<file path="src/rtl/tmon_pkg.sv">
// Shared temperature-monitor package: data width, boolean type and the
// saturating clamp used for trend and noisy temperature values.
package tmon_pkg;

    localparam int TEMP_W = 8;

    typedef enum logic {
        FALSE = 1'b0,
        TRUE  = 1'b1
    } bool_t;

    // Saturate a signed, widened value into [lo, hi].
    function automatic logic [TEMP_W-1:0] clamp_temp(
        input logic signed [TEMP_W+1:0] v,
        input logic        [TEMP_W-1:0] lo,
        input logic        [TEMP_W-1:0] hi
    );
        logic [TEMP_W-1:0] r;
        if (v < $signed({2'b00, lo})) begin
            r = lo;
        end else if (v > $signed({2'b00, hi})) begin
            r = hi;
        end else begin
            r = v[TEMP_W-1:0];
        end
        return r;
    endfunction

endpackage

</file>
<file path="src/rtl/tmon_lfsr.sv">
// 16-bit Fibonacci LFSR (taps 16,14,13,11) used as the temperature noise
// source; advances only when en is high.
module tmon_lfsr (
    input  logic        Clock,
    input  logic        Reset,
    input  logic        en,
    input  logic [15:0] seed,
    output logic [15:0] q
);

    logic [15:0] q_q;
    logic        fb_s;

    assign fb_s = q_q[15] ^ q_q[13] ^ q_q[12] ^ q_q[10];

    // Shift register state: load seed on reset, step once per enable.
    always_ff @(posedge Clock or posedge Reset) begin
        if (Reset) begin
            q_q <= seed;
        end else if (en) begin
            q_q <= {q_q[14:0], fb_s};
        end else begin
            q_q <= q_q;
        end
    end

    assign q = q_q;

endmodule

</file>
<file path="src/rtl/temp_sensor.sv">
// Synthetic temperature sensor: emits a triangle-wave temperature sample
// every SAMPLE_DIV clocks together with a one-cycle tick.
// Optional feature macro: TEMP_NOISE_EN adds LFSR noise of -2..+1 to temp.
module temp_sensor
    import tmon_pkg::*;
#(
    parameter int unsigned        SAMPLE_DIV = 4,
    parameter logic [TEMP_W-1:0]  TEMP_INIT  = 8'd25,
    parameter logic [TEMP_W-1:0]  TEMP_MIN   = 8'd0,
    parameter logic [TEMP_W-1:0]  TEMP_MAX   = 8'd100,
    parameter logic [TEMP_W-1:0]  STEP       = 8'd1,
    parameter logic [15:0]        LFSR_SEED  = 16'hACE1
) (
    input  logic              Clock,
    input  logic              Reset,
    output logic              tick,
    output logic [TEMP_W-1:0] temp
);

    typedef enum logic {
        RISE = 1'b0,
        FALL = 1'b1
    } dir_t;

    localparam logic [15:0] CNT_LAST = 16'(SAMPLE_DIV - 1);

    logic [15:0]       cnt_q, cnt_d;
    logic              tick_q;
    logic [TEMP_W-1:0] temp_q, temp_d;
    logic [TEMP_W-1:0] trend_q, trend_d;
    dir_t              dir_q, dir_d;
    bool_t             wrap_s;
    logic [TEMP_W:0]   inc_s, dec_s, min_step_s;

    assign wrap_s     = (cnt_q == CNT_LAST) ? TRUE : FALSE;
    assign cnt_d      = (wrap_s == TRUE) ? 16'd0 : (cnt_q + 16'd1);
    assign inc_s      = {1'b0, trend_q} + {1'b0, STEP};
    assign dec_s      = {1'b0, trend_q} - {1'b0, STEP};
    assign min_step_s = {1'b0, TEMP_MIN} + {1'b0, STEP};

    // Triangle-wave trend and direction, stepped only on the wrap edge.
    always_comb begin
        trend_d = trend_q;
        dir_d   = dir_q;
        if (wrap_s == TRUE) begin
            case (dir_q)
                RISE: begin
                    if (inc_s >= {1'b0, TEMP_MAX}) begin
                        trend_d = TEMP_MAX;
                        dir_d   = FALL;
                    end else begin
                        trend_d = clamp_temp($signed({1'b0, inc_s}), TEMP_MIN, TEMP_MAX);
                    end
                end
                FALL: begin
                    if ({1'b0, trend_q} <= min_step_s) begin
                        trend_d = TEMP_MIN;
                        dir_d   = RISE;
                    end else begin
                        trend_d = clamp_temp($signed({1'b0, dec_s}), TEMP_MIN, TEMP_MAX);
                    end
                end
                default: begin
                    trend_d = TEMP_INIT;
                    dir_d   = RISE;
                end
            endcase
        end else begin
            trend_d = trend_q;
            dir_d   = dir_q;
        end
    end

`ifdef TEMP_NOISE_EN
    logic [15:0]              lfsr_q;
    logic signed [TEMP_W+1:0] noise_s;

    tmon_lfsr u_lfsr (
        .Clock (Clock),
        .Reset (Reset),
        .en    (wrap_s == TRUE),
        .seed  (LFSR_SEED),
        .q     (lfsr_q)
    );

    // Two LSBs of the LFSR read as a signed offset in -2..+1.
    assign noise_s = $signed({{TEMP_W{lfsr_q[1]}}, lfsr_q[1:0]});

    // Noisy sample: new trend plus offset, saturated to the legal range.
    always_comb begin
        if (wrap_s == TRUE) begin
            temp_d = clamp_temp($signed({2'b00, trend_d}) + noise_s, TEMP_MIN, TEMP_MAX);
        end else begin
            temp_d = temp_q;
        end
    end
`else
    // Clean sample: temp follows the new trend exactly.
    always_comb begin
        if (wrap_s == TRUE) begin
            temp_d = trend_d;
        end else begin
            temp_d = temp_q;
        end
    end
`endif

    // All sensor state; reset dominates any simultaneous wrap edge.
    always_ff @(posedge Clock or posedge Reset) begin
        if (Reset) begin
            cnt_q   <= 16'd0;
            tick_q  <= 1'b0;
            temp_q  <= TEMP_INIT;
            trend_q <= TEMP_INIT;
            dir_q   <= RISE;
        end else begin
            cnt_q   <= cnt_d;
            tick_q  <= (wrap_s == TRUE);
            temp_q  <= temp_d;
            trend_q <= trend_d;
            dir_q   <= dir_d;
        end
    end

    assign tick = tick_q;
    assign temp = temp_q;

endmodule

</file>
<file path="config.mk">
export PLATFORM = sky130hd
export DESIGN_NAME = temp_sensor
export DESIGN_NICKNAME = d
export VERILOG_FILES = /design/src/rtl/tmon_pkg.sv /design/src/rtl/tmon_lfsr.sv /design/src/rtl/temp_sensor.sv
export SDC_FILE = /design/constraint.sdc
export NUM_CORES = 1
export LEC_CHECK = 0
export CORE_ASPECT_RATIO = 0.5
export CORE_MARGIN = 3
export CORE_UTILIZATION = 45
export DETAILED_ROUTE_END_ITERATION = 16
export SYNTH_ARGS = -nofsm -noshare
export SYNTH_HDL_FRONTEND = slang
export SYNTH_HIERARCHICAL = 1
export SYNTH_SLANG_ARGS = --single-unit
</file>
<file path="constraint.sdc">
create_clock -name Clock -period 7.2 [get_ports Clock]
set_input_delay 1.44 -clock Clock [delete_from_list [all_inputs] [get_ports Clock]]
set_output_delay 1.44 -clock Clock [all_outputs]
set_load 0.02 [all_outputs]
</file>
# After elaboration in Yosys (flattened, before gate mapping)
# Cells that the tools add are included.
# word_totals
ff_bits	34
word_cells	25
out_inout_bits	9
# op_classes
magnitude_cmp	4
addsub	3
eq_ne	1
bitwise	1
muxes	11
# ops
cell	count
2-to-1 mux 8 bit	5
greater-than comparator 9 x 7 -> 1 bit, second input constant	2
adder 16 x 1 -> 16 bit, second input constant	1
== test 16 x 2 -> 1 bit, second input constant	1
2-to-1 mux 16 bit	1
case mux 8 bit (2 select lines)	1
adder 8 x 1 -> 9 bit, second input constant	1
greater-or-equal comparator 9 x 7 -> 1 bit, second input constant	1
subtractor 8 x 1 -> 9 bit, second input constant	1
less-or-equal comparator 8 x 1 -> 1 bit, second input constant	1
2-to-1 mux 1 bit	3
case mux 1 bit (2 select lines)	1
inverter 1 bit	1

# Logic depth before layout (Yosys ltp)
# depth
word_depth	6
depth_mapped	9
mapped_depth_nobuf	8

# Worst setup path before layout
# No wires, ideal clock.
# synth_path
kind	register to register
start	reg trend_q[0]
end	reg trend_q[2]
t_arrival_ns	2.329
setup_slack_ns	4.744
stages_incl_launch_ff	9
synth_period_minus_slack_ns	2.456
path_cell_list	dfstp_2 clkbuf_1 inv_1 ha_1 or4_1 a31o_2 a31o_1 and3b_1 a211oi_2
# synth_via
elab_chain_cells	6
elab_cells_between_ends	12
cone_classes	2 x add/sub; 4 x order compare; 6 x mux
# synth_lines
element	line	rtl
from (decl)	temp_sensor.sv:30	logic [TEMP_W-1:0] trend_q, trend_d;
from (signal assigned)	temp_sensor.sv:120	trend_q <= trend_d;
subtractor 8 x 1 -> 9 bit or adder 8 x 1 -> 9 bit (tied branches)	temp_sensor.sv:38, temp_sensor.sv:37	
greater-than comparator 9 x 7 -> 1 bit	tmon_pkg.sv:21	end else if (v > $signed({2'b00, hi})) begin
2-to-1 mux 8 bit	tmon_pkg.sv:21	
2-to-1 mux 8 bit, on equally long branches	temp_sensor.sv:56, temp_sensor.sv:48	
case mux 8 bit (2 select lines) *	temp_sensor.sv:46	case (dir_q)
2-to-1 mux 8 bit *	temp_sensor.sv:45	if (wrap_s == TRUE) begin
named net trend_d[2]	temp_sensor.sv:30	
# The timed path passes the listed nets; every way through them passes the cells marked *.
# A chain may end at the register's enable or synchronous reset.

# Worst setup path after layout
# layout_path
start	reg temp_q[0], in the netlist temp[0]
end	out temp[0]
# layout_rtl
element	line	rtl
from (decl)	temp_sensor.sv:29	logic [TEMP_W-1:0] temp_q, temp_d;
from (signal assigned)	temp_sensor.sv:119	temp_q <= temp_d;
to (decl)	temp_sensor.sv:17	output logic [TEMP_W-1:0] temp
# No word-level cell between the ends.

==> results_dict.tcl <==
set metrics [dict create \
    cp_slowest_cell "clkdlybuf4s50_1" \
    ctsResizeCount 0 \
    end_kind "output pin" \
    final_cell_mix "dfrtp_1 (28), nor2_1 (21), nand2_1 (14), xnor2_1 (14), nand3_1 (14)" \
    dieArea_sq_um 5510 \
    grt_pass1_vias 1603 \
    synth_enable_flop_cells 0 \
    drive_above_1_share 0.111 \
    synth_area_leaders "dfrtp_1 (34%), dfstp_2 (7.6%), xnor2_1 (5.9%), nor2_1 (3.8%), nand3_1 (3.4%)" \
    core-area_sq_um 4160 \
    cts_tree "done" \
    cts_max_level 2 \
    vias 1674 \
    cts-root-buf "clkbuf_8" \
    syn_area_sq_um 2070 \
    drtIter0Drc 63 \
    leakage_nw 0.928 \
    dp_slack_ns 4.58 \
    startpoint "temp[0]$_DFFE_PP1P_" \
    cp_num_buf_inv 1 \
    cap_violations 0 \
    avgSynthCellArea_sq_um 9.10 \
    critPathRequiredTime_ns 5.76 \
    cp_data_arrival_time_ns 1.42 \
    clock_latency_ns 0.29 \
    finalWorstSetupSlack_ns 4.34 \
    grt_pass1_wl_mm 7.85 \
    worst_clock_skew_ns 0.00515 \
    synth_top_cell_by_area "dfrtp_1" \
    numCtsBuffers 5 \
    cp_top_family "buffers and inverters" \
    yosysSeqAreaShare 0.414 \
    worst_pin_slew_ns 0.785 \
    fin_nets 239 \
    max_stage_delay_ns 0.60 \
    yosys_register_bits 34 \
    post-cts-setup-buffer-count 0 \
    hold_violations 0 \
    hold_path_class "register to register" \
    hold_start "temp[0]$_DFFE_PP1P_" \
    synth_flop_cell "dfrtp_1" \
    via_per_inst 5.81 \
    cp-start-kind "register" \
    routed_wirelength_mm 4.47 \
    io_pins 11 \
    status "finished, final reports clean" \
    io_buffers 10 \
    die_w_um 102 \
    layout_commonest_cell "dfrtp_1" \
    slew_headroom 0.474 \
    grt_remaining_overflow 0 \
    power_density_nw_per_um2 165 \
    r2r_start "trend_q[0]$_DFF_PP1_" \
    finalSetupViolCount 0 \
    synthCells 228 \
    rsz0062_at_grt "no" \
    track_usage 0.186 \
    start_util 0.498 \
    fmax_mhz 350 \
    drv_slew 0 \
    clk_pin_slew_ns 0.07 \
    crit_path_cell_trace "clkdlybuf4s50_1" \
    min_period_over_period 0.397 \
    gp_routability_congestion 0.859 \
    antenna_found_initial 0 \
    synth_top_area_frac 0.338 \
    area_growth_pct 11.0 \
    cp_max_fo 2 \
    die_h_um 54.0 \
    drc_errors 0 \
    yosysWarnings 6 \
    synth_async_sr_flop_share 1.00 \
    cts.sink_count 34 \
    grt_max_degree 35 \
    rows 16 \
    fin_crit_ns 2.86 \
    synth_cell_types 58 \
    cts.path.max_buffers 2 \
    synthesis.nets 234 \
    path_class "register to output pin" \
    final.setup.tns_ns 0 \
    ant_nets 0 \
    design_area_sq_um 2300 \
    post_drt_wl_per_cell_um 15.5 \
    diodes 0 \
    dpl.hpwl_mm 3.05 \
    ir_drop_mv 0.113 \
    first_pass_iters 4 \
    cts_hold_buf 0 \
    detailed_place.area_sq_um 2190 \
]
routing by layer:
metal,global-route usage,up-vias,share of wire
li1,-,834,-
met1,0.267,800,0.51
met2,0.276,35,0.44
met3,0.0401,5,0.043
met4,0.0675,0,0.0098
met5,0,-,0
final timing paths:
kind / slack [ns] / depth (start not counted) / endpoint
hold / removal: 0.48 / 2 / temp[0]$_DFFE_PP1P_
setup reg to reg: 4.41 / 7 / trend_q[1]$_DFF_PP0_
max in group asynchronous: 5.33 / 3 / temp[4]$_DFFE_PP1P_
min in group asynchronous: 1.54 / 3 / temp[1]$_DFFE_PP0P_
setup / recovery: 4.34 / 1 / temp[0]
hold reg to reg: 0.48 / 2 / temp[0]$_DFFE_PP1P_
flip-flops by register name (all words and copies together) (netlist names):
| name | flops |
|---|---|
| dir_q | 1 |
| temp | 8 |
| tick | 1 |
| trend_q | 8 |
| cnt_q | 16 |
cell usage after synthesis (2+ instances only):
| master | instances |
|---|---|
| nor2_1 | 21 |
| xnor2_1 | 14 |
| buf_1 | 3 |
| nand3_1 | 14 |
| o21ai_1 | 6 |
| a21o_1 | 3 |
| nor4b_1 | 2 |
| o21a_1 | 4 |
| clkbuf_1 | 6 |
| dfstp_2 | 6 |
| buf_2 | 3 |
| ha_1 | 4 |
| o211ai_1 | 4 |
| a31oi_1 | 3 |
| nand2_1 | 14 |
| nand2b_1 | 3 |
| buf_6 | 2 |
| nand4_1 | 5 |
| o31ai_1 | 3 |
| and2_1 | 5 |
| a21oi_1 | 12 |
| inv_2 | 2 |
| inv_1 | 8 |
| nor4_1 | 4 |
| xor2_1 | 5 |
| or4_1 | 2 |
| and3_1 | 2 |
| mux2_2 | 2 |
| dfrtp_1 | 28 |
| nor3_1 | 9 |
| o21ai_0 | 2 |
kinds of logic after synthesis:
kind of cell               Yosys count  synth area share
muxes                                3            0.0157
and+or+nand+nor                     92             0.241
AOI/OAI and AO/OA                   52             0.173
buffers and inverters               24            0.0525
DFF                                 34             0.414
xor gates and xnor gates            19            0.0802
adders and majority gates            4            0.0241
per-stage QoR:
step / hold slack (ns) / total power, mW / utilization / std cells
2_1_floorplan: 0.447 / 0.197 / - / 228
3_3_place_gp: 0.456 / 0.199 / 0.525 / 280
3_5_place_dp: 0.464 / 0.199 / 0.525 / 280
4_1_cts: 0.476 / 0.384 / 0.553 / 288
5_1_grt: 0.484 / 0.394 / 0.553 / 288
6_report: 0.475 / 0.379 / 0.553 / 288
final cells by class:
type	instances	area, sq um
Clock inverter	1	30.0
Inverter	10	37.5
Multi-Input combinational cell	170	1110
Timing Repair Buffer	12	115
Tap cell	54	67.6
Fill cell	383	1860
Clock buffer	7	86.3
Sequential cell	34	858
where the power goes:
part,internal [mW],switching [mW]
Combinational,0.000867,0.00363
Clock,0.113,0.0710
Sequential,0.191,0
Note: power is estimated with default switching activity, not from simulation.
